[src/rtl/rect_fill_engine.sv]
// Solid-rectangle fill engine: clips one command to the frame buffer and streams
// one pixel write per cycle in row-major order. RECT_FILL_OUTLINE_EN adds outline-only drawing.
module rect_fill_engine #(
  parameter int FB_WIDTH  = 320,
  parameter int FB_HEIGHT = 240,
  parameter int ADDR_W    = 17,
  parameter int COLOR_W   = 12
) (
  input  logic               clk,
  input  logic               reset,
  input  logic               cmd_valid,
  output logic               cmd_ready,
  input  logic [8:0]         cmd_x,
  input  logic [7:0]         cmd_y,
  input  logic [8:0]         cmd_w,
  input  logic [8:0]         cmd_h,
  input  logic [COLOR_W-1:0] cmd_color,
`ifdef RECT_FILL_OUTLINE_EN
  input  logic               cmd_outline,
`endif
  output logic               fb_we,
  output logic [ADDR_W-1:0]  fb_write_addr,
  output logic [COLOR_W-1:0] fb_write_data,
  input  logic               fb_write_ready,
  output logic               busy,
  output logic               done
);

  localparam logic [1:0] S_IDLE = 2'd0;
  localparam logic [1:0] S_FILL = 2'd1;
  localparam logic [1:0] S_DONE = 2'd2;

  localparam logic [9:0]        FB_W10 = 10'(FB_WIDTH);
  localparam logic [9:0]        FB_H10 = 10'(FB_HEIGHT);
  localparam logic [ADDR_W-1:0] FB_W_A = ADDR_W'(FB_WIDTH);

  logic [1:0]         state_q, state_d;
  logic [8:0]         col_q, col_d, x_start_q, x_start_d;
  logic [7:0]         row_q, row_d;
  logic [9:0]         x_end_q, x_end_d, y_end_q, y_end_d;
  logic [ADDR_W-1:0]  row_base_q, row_base_d, addr_q, addr_d;
  logic [COLOR_W-1:0] color_q, color_d, data_q, data_d;
  logic               fb_we_q, fb_we_d, busy_q, busy_d, done_q, done_d;
  logic               cmd_ready_q, cmd_ready_d;
  logic [9:0]         sum_x, sum_y, col_inc, row_inc;
  logic               cmd_empty, draw;
`ifdef RECT_FILL_OUTLINE_EN
  logic               outline_q, outline_d;
  logic [7:0]         y_start_q, y_start_d;
  logic [9:0]         x_right_q, x_right_d, y_bot_q, y_bot_d;
`endif

  always_comb begin
    // NOTE: every combinational output gets a default first so no path leaves it unassigned (no latch).
    state_d    = state_q;
    col_d      = col_q;
    row_d      = row_q;
    row_base_d = row_base_q;
    x_start_d  = x_start_q;
    x_end_d    = x_end_q;
    y_end_d    = y_end_q;
    color_d    = color_q;
`ifdef RECT_FILL_OUTLINE_EN
    outline_d  = outline_q;
    y_start_d  = y_start_q;
    x_right_d  = x_right_q;
    y_bot_d    = y_bot_q;
`endif
    // 10-bit sums so x+w and y+h never wrap before clipping
    sum_x     = {1'b0, cmd_x} + {1'b0, cmd_w};
    sum_y     = {2'b00, cmd_y} + {1'b0, cmd_h};
    cmd_empty = (cmd_w == 9'd0) || (cmd_h == 9'd0) ||
                ({1'b0, cmd_x} >= FB_W10) || ({2'b00, cmd_y} >= FB_H10);
    col_inc   = {1'b0, col_q} + 10'd1;
    row_inc   = {2'b00, row_q} + 10'd1;

    case (state_q)
      S_IDLE: begin
        if (cmd_valid && cmd_ready_q) begin
          color_d    = cmd_color;
          x_start_d  = cmd_x;
          col_d      = cmd_x;
          row_d      = cmd_y;
          row_base_d = ADDR_W'(cmd_y) * FB_W_A;
          x_end_d    = (sum_x > FB_W10) ? FB_W10 : sum_x;
          y_end_d    = (sum_y > FB_H10) ? FB_H10 : sum_y;
`ifdef RECT_FILL_OUTLINE_EN
          outline_d  = cmd_outline;
          y_start_d  = cmd_y;
          x_right_d  = sum_x - 10'd1;
          y_bot_d    = sum_y - 10'd1;
`endif
          state_d    = cmd_empty ? S_DONE : S_FILL;
        end
      end
      S_FILL: begin
        // Skipped (fb_we=0) pixels advance without waiting on the buffer port
        if (fb_write_ready || !fb_we_q) begin
          if (col_inc == x_end_q) begin
            if (row_inc == y_end_q) begin
              state_d = S_DONE;
            end else begin
              col_d      = x_start_q;
              row_d      = row_q + 8'd1;
              row_base_d = row_base_q + FB_W_A;
            end
          end else begin
            col_d = col_q + 9'd1;
          end
        end
      end
      S_DONE:  state_d = S_IDLE;
      default: state_d = S_IDLE;
    endcase

`ifdef RECT_FILL_OUTLINE_EN
    draw = !outline_d || (col_d == x_start_d) || ({1'b0, col_d} == x_right_d) ||
           (row_d == y_start_d) || ({2'b00, row_d} == y_bot_d);
`else
    draw = 1'b1;
`endif

    fb_we_d     = (state_d == S_FILL) && draw;
    addr_d      = row_base_d + ADDR_W'(col_d);
    data_d      = color_d;
    busy_d      = (state_d != S_IDLE);
    done_d      = (state_q == S_DONE);
    cmd_ready_d = (state_d == S_IDLE) && (state_q != S_DONE);
  end

  // NOTE: sequential state uses non-blocking assignments so every flop samples pre-edge values.
  always_ff @(posedge clk or posedge reset) begin
    if (reset) begin
      state_q     <= S_IDLE;
      col_q       <= '0;
      row_q       <= '0;
      row_base_q  <= '0;
      x_start_q   <= '0;
      x_end_q     <= '0;
      y_end_q     <= '0;
      color_q     <= '0;
      fb_we_q     <= 1'b0;
      addr_q      <= '0;
      data_q      <= '0;
      busy_q      <= 1'b0;
      done_q      <= 1'b0;
      cmd_ready_q <= 1'b1;
`ifdef RECT_FILL_OUTLINE_EN
      outline_q   <= 1'b0;
      y_start_q   <= '0;
      x_right_q   <= '0;
      y_bot_q     <= '0;
`endif
    end else begin
      state_q     <= state_d;
      col_q       <= col_d;
      row_q       <= row_d;
      row_base_q  <= row_base_d;
      x_start_q   <= x_start_d;
      x_end_q     <= x_end_d;
      y_end_q     <= y_end_d;
      color_q     <= color_d;
      fb_we_q     <= fb_we_d;
      addr_q      <= addr_d;
      data_q      <= data_d;
      busy_q      <= busy_d;
      done_q      <= done_d;
      cmd_ready_q <= cmd_ready_d;
`ifdef RECT_FILL_OUTLINE_EN
      outline_q   <= outline_d;
      y_start_q   <= y_start_d;
      x_right_q   <= x_right_d;
      y_bot_q     <= y_bot_d;
`endif
    end
  end

  assign cmd_ready     = cmd_ready_q;
  assign fb_we         = fb_we_q;
  assign fb_write_addr = addr_q;
  assign fb_write_data = data_q;
  assign busy          = busy_q;
  assign done          = done_q;

endmodule
[config.mk]
export PLATFORM = sky130hd
export DESIGN_NAME = rect_fill_engine
export DESIGN_NICKNAME = d
export VERILOG_FILES = /design/src/rtl/rect_fill_engine.sv
export SDC_FILE = /design/constraint.sdc
export NUM_CORES = 1
export LEC_CHECK = 0
export BUFFER_PORTS_ARGS = -buffer_cell sky130_fd_sc_hd__buf_2
export CORE_MARGIN = 2
export CORE_UTILIZATION = 53
export CTS_CLUSTER_SIZE = 30
export DETAILED_ROUTE_END_ITERATION = 6
export PLACE_DENSITY = 0.76
export SYNTH_ARGS = -nofsm -noshare
export SYNTH_HDL_FRONTEND = slang
export SYNTH_SLANG_ARGS = --single-unit
export TNS_END_PERCENT = 30
[constraint.sdc]
create_clock -name clk -period 6.5 [get_ports clk]
set_input_delay 0 -clock clk [delete_from_list [all_inputs] [get_ports clk]]
set_output_delay 0 -clock clk [all_outputs]
set_load 0.1 [all_outputs]
After elaboration in Yosys (flattened, before gate mapping)
Cells that the tools add are included.
{"block": "word_totals", "register_bits": 98, "input_bits": 51, "output_inout_bits": 33, "word_cells": 74}
{"block": "classes", "add_sub_neg": 8, "mul": 1, "n_lt_le_gt_ge": 4, "eq_ne": 10, "n_mux": 23, "n_reduce_logical": 15}
{"operator": "$mux W17", "count": 4}
{"operator": "$mux W9", "count": 4}
{"operator": "$pmux W17 S2", "count": 1}
{"operator": "$mux W8", "count": 4}
{"operator": "$mux W10", "count": 2}
{"operator": "$logic_not A9 Y1", "count": 2}
{"operator": "$pmux W9 S2", "count": 1}
{"operator": "$add A17 B9 Y17", "count": 1}
{"operator": "$add A17 B9 Y17 const B", "count": 1}
{"operator": "$pmux W8 S2", "count": 1}
{"operator": "$mul A8 B3 Y11 const B", "count": 1}
{"operator": "$add A8 B9 Y10", "count": 1}
{"operator": "$add A9 B1 Y10 const B", "count": 1}
{"operator": "$add A9 B9 Y10", "count": 1}
{"operator": "$eq A10 B10 Y1", "count": 1}
{"operator": "$eq A9 B10 Y1", "count": 1}
{"operator": "$gt A10 B8 Y1 const B", "count": 1}
{"operator": "$gt A10 B9 Y1 const B", "count": 1}
{"operator": "$mux W2", "count": 5}
{"operator": "$ne A2 B2 Y1 const B", "count": 5}
{"operator": "$add A8 B1 Y9 const B", "count": 1}
{"operator": "$add A9 B1 Y9 const B", "count": 1}
{"operator": "$ge A9 B9 Y1 const B", "count": 1}
{"operator": "$add A8 B1 Y8 const B", "count": 1}
{"operator": "other kinds (11)", "count": 18}

Logic depth before layout (Yosys ltp)
Gate-level depths: netlist of run 1.
{"block": "logic_depth", "word_depth": 9, "mapped_depth": 23, "mapped_depth_nobuf": 22}

Least setup slack after synthesis of run 1
Ideal clock, no wire load.
{"block": "synth_timing", "path_type": "register -> register", "start": "register col_q[0]", "end": "register addr_q[16] (netlist: fb_write_addr[16])", "setup_ns": 0.079, "arrival_time_ns": 4.422, "t_required_ns": 6.421, "slack_ns": 1.999, "path_stages_with_launch": 21, "path_buffers": 1, "synth_period_minus_slack_ns": 4.501, "cell_sequence": "dfrtp_1 -> ha_1 -> xor2_1 -> a2111oi_0 -> o211ai_1 -> a211oi_2 -> clkbuf_1 -> o22ai_1 -> a21oi_1 -> o221ai_1 -> fa_1 -> inv_1 -> a21oi_1 -> o21bai_1 -> a21o_1 -> a21o_1 -> a21o_1 -> a31o_2 -> nand4_2 -> nor3_1 -> xor2_1"}
{"block": "synth_between", "elab_chain_len": 6, "word_cells_on_any_way": 12, "classes_between": "add/sub (3); eq/ne (1); mux (8)"}
{"item": "start: declaration", "line": "38", "text": "logic [8:0] col_q, col_d, x_start_q, x_start_d;"}
{"item": "start signal: assignment", "line": "156", "text": "col_q <= col_d;"}
{"item": "$add A9 B1 Y10", "line": "74", "text": "col_inc = {1'b0, col_q} + 10'd1;"}
{"item": "$eq A10 B10 Y1", "line": "99", "text": "if (col_inc == x_end_q) begin"}
{"item": "$mux W17 or $mux W9 (tied branches)", "line": "99"}
{"item": "$mux W17 or $mux W9 (tied branches)", "line": "98", "text": "if (fb_write_ready || !fb_we_q) begin"}
{"item": "$pmux W17 S2 or $pmux W9 S2 (tied branches)", "line": "77", "text": "case (state_q)"}
{"item": "$add A17 B9 Y17 *", "line": "124", "text": "addr_d = row_base_d + ADDR_W'(col_d);"}
{"item": "named net addr_d[16]", "line": "41", "text": "logic [ADDR_W-1:0] row_base_q, row_base_d, addr_q, addr_d;"}
{"item": "end signal: assignment", "line": "164", "text": "addr_q <= addr_d;"}
{"item": "end: declaration", "line": "41"}
Mark *: on every way through the listed nets, which the timed path passes. The rest lies on a longest branch.
A chain may end at the register's enable or synchronous reset.

Worst setup path after layout of run 1
{"block": "layout_timing", "start": "register row_q[0]", "end": "register addr_q[16] (netlist: fb_write_addr[16])"}
{"block": "layout_between", "elab_chain_len": 7, "word_cells_on_any_way": 11, "classes_between": "add/sub (2); eq/ne (1); mux (8)"}
{"item": "start: declaration", "line": "39", "text": "logic [7:0] row_q, row_d;"}
{"item": "start signal: assignment", "line": "157", "text": "row_q <= row_d;"}
{"item": "$add A8 B1 Y9 *", "line": "75", "text": "row_inc = {2'b00, row_q} + 10'd1;"}
{"item": "$eq A9 B10 Y1 *", "line": "100", "text": "if (row_inc == y_end_q) begin"}
{"item": "$mux W17 or $mux W9 (tied branches)", "line": "100"}
{"item": "$mux W17 or $mux W9 (tied branches)", "line": "99"}
{"item": "$mux W17 or $mux W9 (tied branches)", "line": "98"}
{"item": "$pmux W17 S2 or $pmux W9 S2 (tied branches)", "line": "77"}
{"item": "$add A17 B9 Y17 *", "line": "124"}
{"item": "named net addr_d[16]", "line": "41"}
Marked as above.

==> flow_summary.toml, run 1 <==
[pwr]
peakVddDrop_mv = 0.2815
powerDensity_nw_per_um2 = 541.9
seq_power_share_pct = 27.1
swShare_pct = 52.85
switchingPower_uw = 2175
leakage_uw = 0.003513
pwr-share-clk_pct = 14.2
p_int_uw = 1940
p_comb_share_pct = 58.7

[cells_and_area]
syn_to_final_growth_pct = 16.47
antennaDiodeCount = 0
finish.utilization_pct = 63.22
multi_input_comb_area_um2 = 3781
final_common_cell = "nand2_1"
nFillCells = 1029
regArea_um2 = 2454
layout.cells.non_filler = 980
final_cell_mix = "106 x nand2_1, 97 x dfrtp_1, 83 x buf_2"
nNetsFinal = 924
drive_gt1_share_pct = 15.73

[timing]
period_needed_ps = 5315
hold_viol = 0
finalSetupViolCount = 0
rsz0062_at_grt = "false"
tightest_slew_ps = 1179
finalMaxSlewViolations = 0
period_share_pct = 81.77
skew_ps = 10.67
relSlewSlack_pct = 21.04
tns_ps = 0
post-route-worst-setup-slack_ps = 1185
fmax_mhz = 188.1

[min_path]
worstHoldStart = "cmd_x[1]"
whs_endpoint = "x_start_q[1]"
worstHoldPathCells = 3
hp-class = "input port to flip-flop"

[grt]
met1_usage_pct = 38.11
antenna_found_initial = 0
grtUsageMet2_pct = 49.22
grt_pass1_vias = 6000
grt_overflow = 0
gr-usage-all-layers_pct = 29.63
top_usage_layer = "met2"
met3_usage_pct = 6.115
grt_max_degree = 71
grt_pass1_wl_um = 30370

[yosys]
synth.ff_latch_count = 98
synth_compound_area_share_pct = 22.87
async_flop_share_pct = 100.0
syn_area_per_cell_um2 = 8.895
synth_fa_ha_area_share_pct = 9.096
yosys_warnings = 0
synthFlopType = "dfrtp_1"
synth_cells = 733
synth_top_family_by_area = "compound AO/OA/AOI/OAI gates"
synth_xor_area_share_pct = 6.314
synth_cell_types = 81
syn-cell-area_um2 = 6520
synthSimpleGateAreaFrac_pct = 18.83
syn_nets = 829
synth_enable_flop_cells = 0
muxShareOfSynthArea_pct = 0.8444
synth-seq-area-share_pct = 37.63

[cts]
cts.sinks = 98
htree_levels = 3
clockBufferDepth = 2
cts_tree = "built"
cts_buffers = 9
post-cts-setup-buffers = 0
insertion_delay_ps = 360
cts_root_buf = "clkbuf_16"
cts.clk_slew.worst_paths_ps = 70

[routing]
viasPerCell = 6.146
routed_wl_um = 18500
drtAntennaViolNets = 0
wl_per_cell_um = 18.88
vias = 6023
drtIter0Drc = 394
drcViolationCount = 0
firstDrtPassIters = 5

[setup_path]
r2r-end = "fb_write_addr[16]"
cpPeakStageDelay_ps = 690
reg2reg_depth = 20
r2r_setup_slack_ps = 1180
cp-startpoint = "row_q[0]"
critPathMaxFanout = 14
worst_path_most_repeated_cell = "a21o_1"
startpoint_type = "flip-flop"
cp_slowest_cell = "nor4_2"
end_kind = "flip-flop"
r2r_start = "row_q[0]"
critical_path_class = "flip-flop to flip-flop"
worst-endpoint-arrival_ps = 5600
path_cells = "ha_1, and4_1, and3_1, a21oi_2, nor4_2, a2111o_1, o22ai_1, a21oi_1, o221ai_1, fa_1, inv_1, a21oi_1, o21bai_1, a21o_1, a21o_1, a21o_1, a31o_2, nand4_2, nor3_1, xor2_1"
worstPathRequired_ps = 6790

[floorplanning]
start_util_pct = 54.28
core_area_um2 = 12010
die_x_um = 114.9
dieArea_um2 = 13210
die_h_um = 114.9
ios = 84
rows = 40

[placed_design]
gp_congestion = 0.9429
portBuffers = 83
dp_hpwl_um = 13330
dp_slack_ps = 1299
numPlacedInstances = 942

[run_status]
status = "complete, no violations"

[run]
cap_violations = 0
-- power groups by stage --
stage	logic [µW]	registers, µW	clock network (µW)
3_5_place_dp	2380	1120	0
2_1_floorplan	1280	1720	0
3_3_place_gp	2340	1100	0
6_report	2410	1120	585
4_1_cts	2400	1110	596
5_1_grt	2610	1150	627
-- cell families (layout without fill, tap and decap cells) --
kind of cell / Yosys count / after routing
AO/OA/AOI/OAI: 215 / 215
XOR/XNOR: 47 / 47
multiplexers: 5 / 5
AND/OR/NAND/NOR: 254 / 254
adder cells (fa/ha/maj): 45 / 45
flip-flops: 98 / 98
buffers and inverters: 69 / 169
-- registers in the layout, summed over array words and instances (netlist names) --
register	count
done	1
busy	1
row_q	8
y_end_q	10
col_q	9
fb_write_addr	17
cmd_ready	1
fb_write_data	12
x_start_q	9
x_end_q	10
state_q	2
row_base_q	17
fb_we	1
-- worst max-delay path: cells and delay by family, from the launching register on --
| family | cells | cell delay [ps] |
|---|---|---|
| buf+inv | 1 | 70 |
| xor+xnor | 1 | 160 |
| flops | 1 | 480 |
| fa+ha+maj | 2 | 820 |
| compound gates | 11 | 2120 |
| simple gates | 5 | 1600 |
-- how the worst max path moves through the flow --
stage	to	slack, ps	cells past startpoint
detailed placement	fb_write_addr[16]	1300	20
CTS	fb_write_addr[16]	1280	20
global placement	fb_write_addr[16]	1510	20
finish	fb_write_addr[16]	1180	20
floorplan	fb_write_addr[16]	2000	20
global route	fb_write_addr[16]	850	20
-- synth_stat cells (6+ instances only) --
cell | n | area share, %
a21o_1 | 9 | 1.0
nor3_1 | 10 | 0.77
xnor2_1 | 31 | 4.2
a21boi_0 | 6 | 0.69
a31oi_1 | 7 | 0.67
o22ai_1 | 14 | 1.3
nand2_1 | 106 | 6.1
o21ai_0 | 51 | 3.9
nor4_1 | 7 | 0.67
and2_1 | 14 | 1.3
a22o_1 | 6 | 0.81
buf_4 | 6 | 0.69
nand2b_1 | 10 | 0.96
nor2_1 | 58 | 3.3
o22a_1 | 10 | 1.3
dfrtp_1 | 97 | 37
clkbuf_1 | 19 | 1.1
nand3_1 | 12 | 0.92
a21oi_1 | 52 | 4.0
xor2_1 | 16 | 2.1
inv_1 | 39 | 2.2
ha_1 | 41 | 7.9
-- layout make-up --
class	instances	area share (%)
clock inverter	4	1.005
sequential	98	32.31
clock buffer	12	3.246
tap	147	2.422
inverter	39	1.961
multi-input combinational	566	49.79
timing repair buffer	114	9.260
-- metrics by stage --
step	cell area, µm²	hold WS (ps)	total power, µW
after detailed placement	7051	17.59	3498
after CTS	7594	28.00	4109
after global placement	7051	10.28	3440
final	7594	23.38	4115
after global routing	7594	66.19	4387
after floorplan	6520	105.4	3003
-- layer usage --
metal | vias to the layer above | share of wire, %
li1 | 2829 | -
met1 | 2935 | 42
met2 | 213 | 50
met3 | 46 | 5.7
met4 | 0 | 2.5
met5 | - | 0
-- repair_timing --
action                     4_1_cts  5_1_grt
hold buffers                    22        0
hold endpoints to repair        49        0
setup endpoints to repair        0        0
gates resized for setup          0        0
(Power assumes the default switching activity.)
==> inputs of run 2 (changes only) <==
--- a/config.mk
+++ b/config.mk
@@ -10,7 +10,7 @@
 export CORE_UTILIZATION = 53
 export CTS_CLUSTER_SIZE = 30
 export DETAILED_ROUTE_END_ITERATION = 6
-export PLACE_DENSITY = 0.76
+export PLACE_DENSITY = 0.79
 export SYNTH_ARGS = -nofsm -noshare
 export SYNTH_HDL_FRONTEND = slang
 export SYNTH_SLANG_ARGS = --single-unit
==> constraint.sdc (replaced) <==
create_clock -name clk -period 4.35 [get_ports clk]
set_input_delay 0 -clock clk [delete_from_list [all_inputs] [get_ports clk]]
set_output_delay 0 -clock clk [all_outputs]
set_load 0.1 [all_outputs]
==> run 2 against run 1 <==
The run now ends with setup timing left. Final cell count increased by 7.7%. Sequential share of layout area decreased by 3.0 points. Clock power increased by 51%. Core utilization increased by 6.5 points. Via count increased by 6.7%. Worst hold slack got worse by 8.9 ps. Critical path type unchanged. Largest cell class unchanged.
==> flow_summary.toml, run 2 (synthesis gave the netlist of run 1 again) <==
[setup_path]
critPathMaxFanout = 4
worst_path_most_repeated_cell = "a21o_1"
crit_family = "compound AO/OA/AOI/OAI gates"
cp-startpoint = "col_q[1]"
cp_slowest_cell = "dfrtp_2"
path_cells = "buf_4, and3_4, and3_4, xnor2_2, mux2_4, a2111o_1, o32a_1, nor2_1, a21oi_1, a221o_1, ha_1, inv_1, o21bai_1, a21o_1, a21o_1, a21o_1, a31o_4, nand4_4, nor3_4, xor2_1"
cpPeakStageDelay_ps = 450
startpoint_type = "flip-flop"
worst-endpoint-arrival_ps = 4720
critPathBufInv = 2
critical_path_class = "flip-flop to flip-flop"
end_kind = "flip-flop"
r2r_start = "col_q[1]"
worstPathRequired_ps = 4630

[timing]
finalSetupViolCount = 6
period_needed_ps = 4439
fmax_mhz = 225.3
hold_viol = 0
relSlewSlack_pct = 25.81
whs_ps = 14.45
post-route-worst-setup-slack_ps = -89.33
rsz0062_at_grt = "true"
skew_ps = 8.888
tightest_slew_ps = 1108
finalMaxSlewViolations = 0
period_share_pct = 102.1

[pwr]
peakVddDrop_mv = 0.5390
swShare_pct = 51.59
powerDensity_nw_per_um2 = 814.9
p_comb_share_pct = 63.2
switchingPower_uw = 3523
seq_power_share_pct = 23.8
pwr-share-clk_pct = 13.0
leakage_uw = 0.003909
p_int_uw = 3306

[placed_design]
portBuffers = 83
gp_congestion = 0.9440
dp_hpwl_um = 14040
placed_area_um2 = 7532

[min_path]
hp-class = "input port to flip-flop"
worstHoldStart = "cmd_y[2]"

[cts]
cts.clk_slew.worst_paths_ps = 70
htree_levels = 3
insertion_delay_ps = 360
cts.sinks = 98
clockBufferDepth = 2
cts_tree = "built"
cts_root_buf = "clkbuf_16"
cts_buffers = 9

[floorplanning]
core_area_um2 = 12010
start_util_pct = 54.28
die_x_um = 114.9
die_h_um = 114.9
dieArea_um2 = 13210
ios = 84
rows = 40

[cells_and_area]
antennaDiodeCount = 0
final_common_cell = "nand2_1"
multi_input_comb_area_um2 = 3986
drive_gt1_share_pct = 26.76
syn_to_final_growth_pct = 28.52
regArea_um2 = 2457
nFillCells = 958
final_cell_mix = "106 x nand2_1, 94 x dfrtp_1, 83 x buf_2"
nNetsFinal = 999
stdcell_area_um2 = 8379

[grt]
grt_pass1_wl_um = 32320
gr-usage-all-layers_pct = 31.38
grt_max_degree = 54
grt_overflow = 0
grt_pass1_vias = 6563
antenna_found_initial = 0

[run_status]
status = "finished with violations"
violations = "setup timing"

[routing]
drtAntennaViolNets = 0
firstDrtPassIters = 6
drcViolationCount = 0
wl_per_cell_um = 18.91
drtIter0Drc = 456
routed_wl_um = 19950
viasPerCell = 6.092
vias = 6427

[run]
cap_violations = 0
## run 2: cell count changes in the layout (fill, tap and decap cells not counted), moves of 3 or more
| cell | change |
|---|---|
| dfrtp_1 | -3 |
| dfrtp_2 | +3 |
| o21ai_0 | -5 |
| nor2_2 | +4 |
| a21oi_2 | +5 |
| a21oi_1 | -6 |
| buf_6 | +3 |
| nor2_1 | -4 |
| ha_1 | -3 |
| buf_4 | +73 |
| o21ai_1 | +3 |
## run 2: layout make-up
| class | instances | share of cell area [%] |
|---|---|---|
| flip-flops and latches | 98 | 29.33 |
| well taps | 147 | 2.195 |
| repair buffers | 189 | 15.22 |
| inverters | 39 | 1.777 |
| clock buffers | 11 | 2.897 |
| clock inverters | 5 | 1.015 |
| multi-input cells | 566 | 47.57 |
## run 2: timing repair
action,4_1_cts,5_1_grt
endpoints found under the setup margin,8,10
hold buffers,21,0
setup buffers,10,3
resized for setup,28,24
hold endpoints to repair,71,0
pin swaps,21,19
## run 2: metrics by stage
stage          utilization (%)  std cells  setup WS, ps  setup TNS, ps  power [µW]
2_1_floorplan                -        733         4.017              0        4500
3_3_place_gp             62.71       1005        -121.9         -366.3        5456
3_5_place_dp             62.71       1005        -261.2          -1068        5562
4_1_cts                  68.82       1052         8.377              0        6639
5_1_grt                  69.76       1055        -293.8          -1593        7214
6_report                 69.76       1055        -89.33         -234.9        6828
## run 2: metal layers
metal	track usage (%)	vias to the layer above	wire length, µm
met5	0	-	0
met4	14.22	0	759
met3	5.851	62	1438
met2	53.80	286	9889
met1	38.53	3114	7860
li1	-	2965	-
## run 2: final timing paths
kind / to / slack, ps / depth (start not counted)
min in group asynchronous: fb_write_addr[11] / 290 / 3
hold / removal: row_q[2] / 10 / 3
max in group asynchronous: col_q[0] / 3000 / 4
hold reg to reg: fb_write_data[9] / 480 / 2
setup / recovery: fb_write_addr[16] / -90 / 20
setup reg to reg: fb_write_addr[16] / -90 / 20
## run 2: tightest hold or removal path: stages
cell	delay, ps
buf_2	140
a21oi_1	120
o21ai_0	70
## run 2: power by group through the flow
| stage | Combinational, µW | Sequential (µW) | Clock [µW] |
|---|---|---|---|
| detailed placement | 3960 | 1610 | 0 |
| global route | 4610 | 1670 | 940 |
| CTS | 4140 | 1600 | 897 |
| finish | 4320 | 1630 | 885 |
| global placement | 3870 | 1590 | 0 |
| floorplan | 1930 | 2570 | 0 |
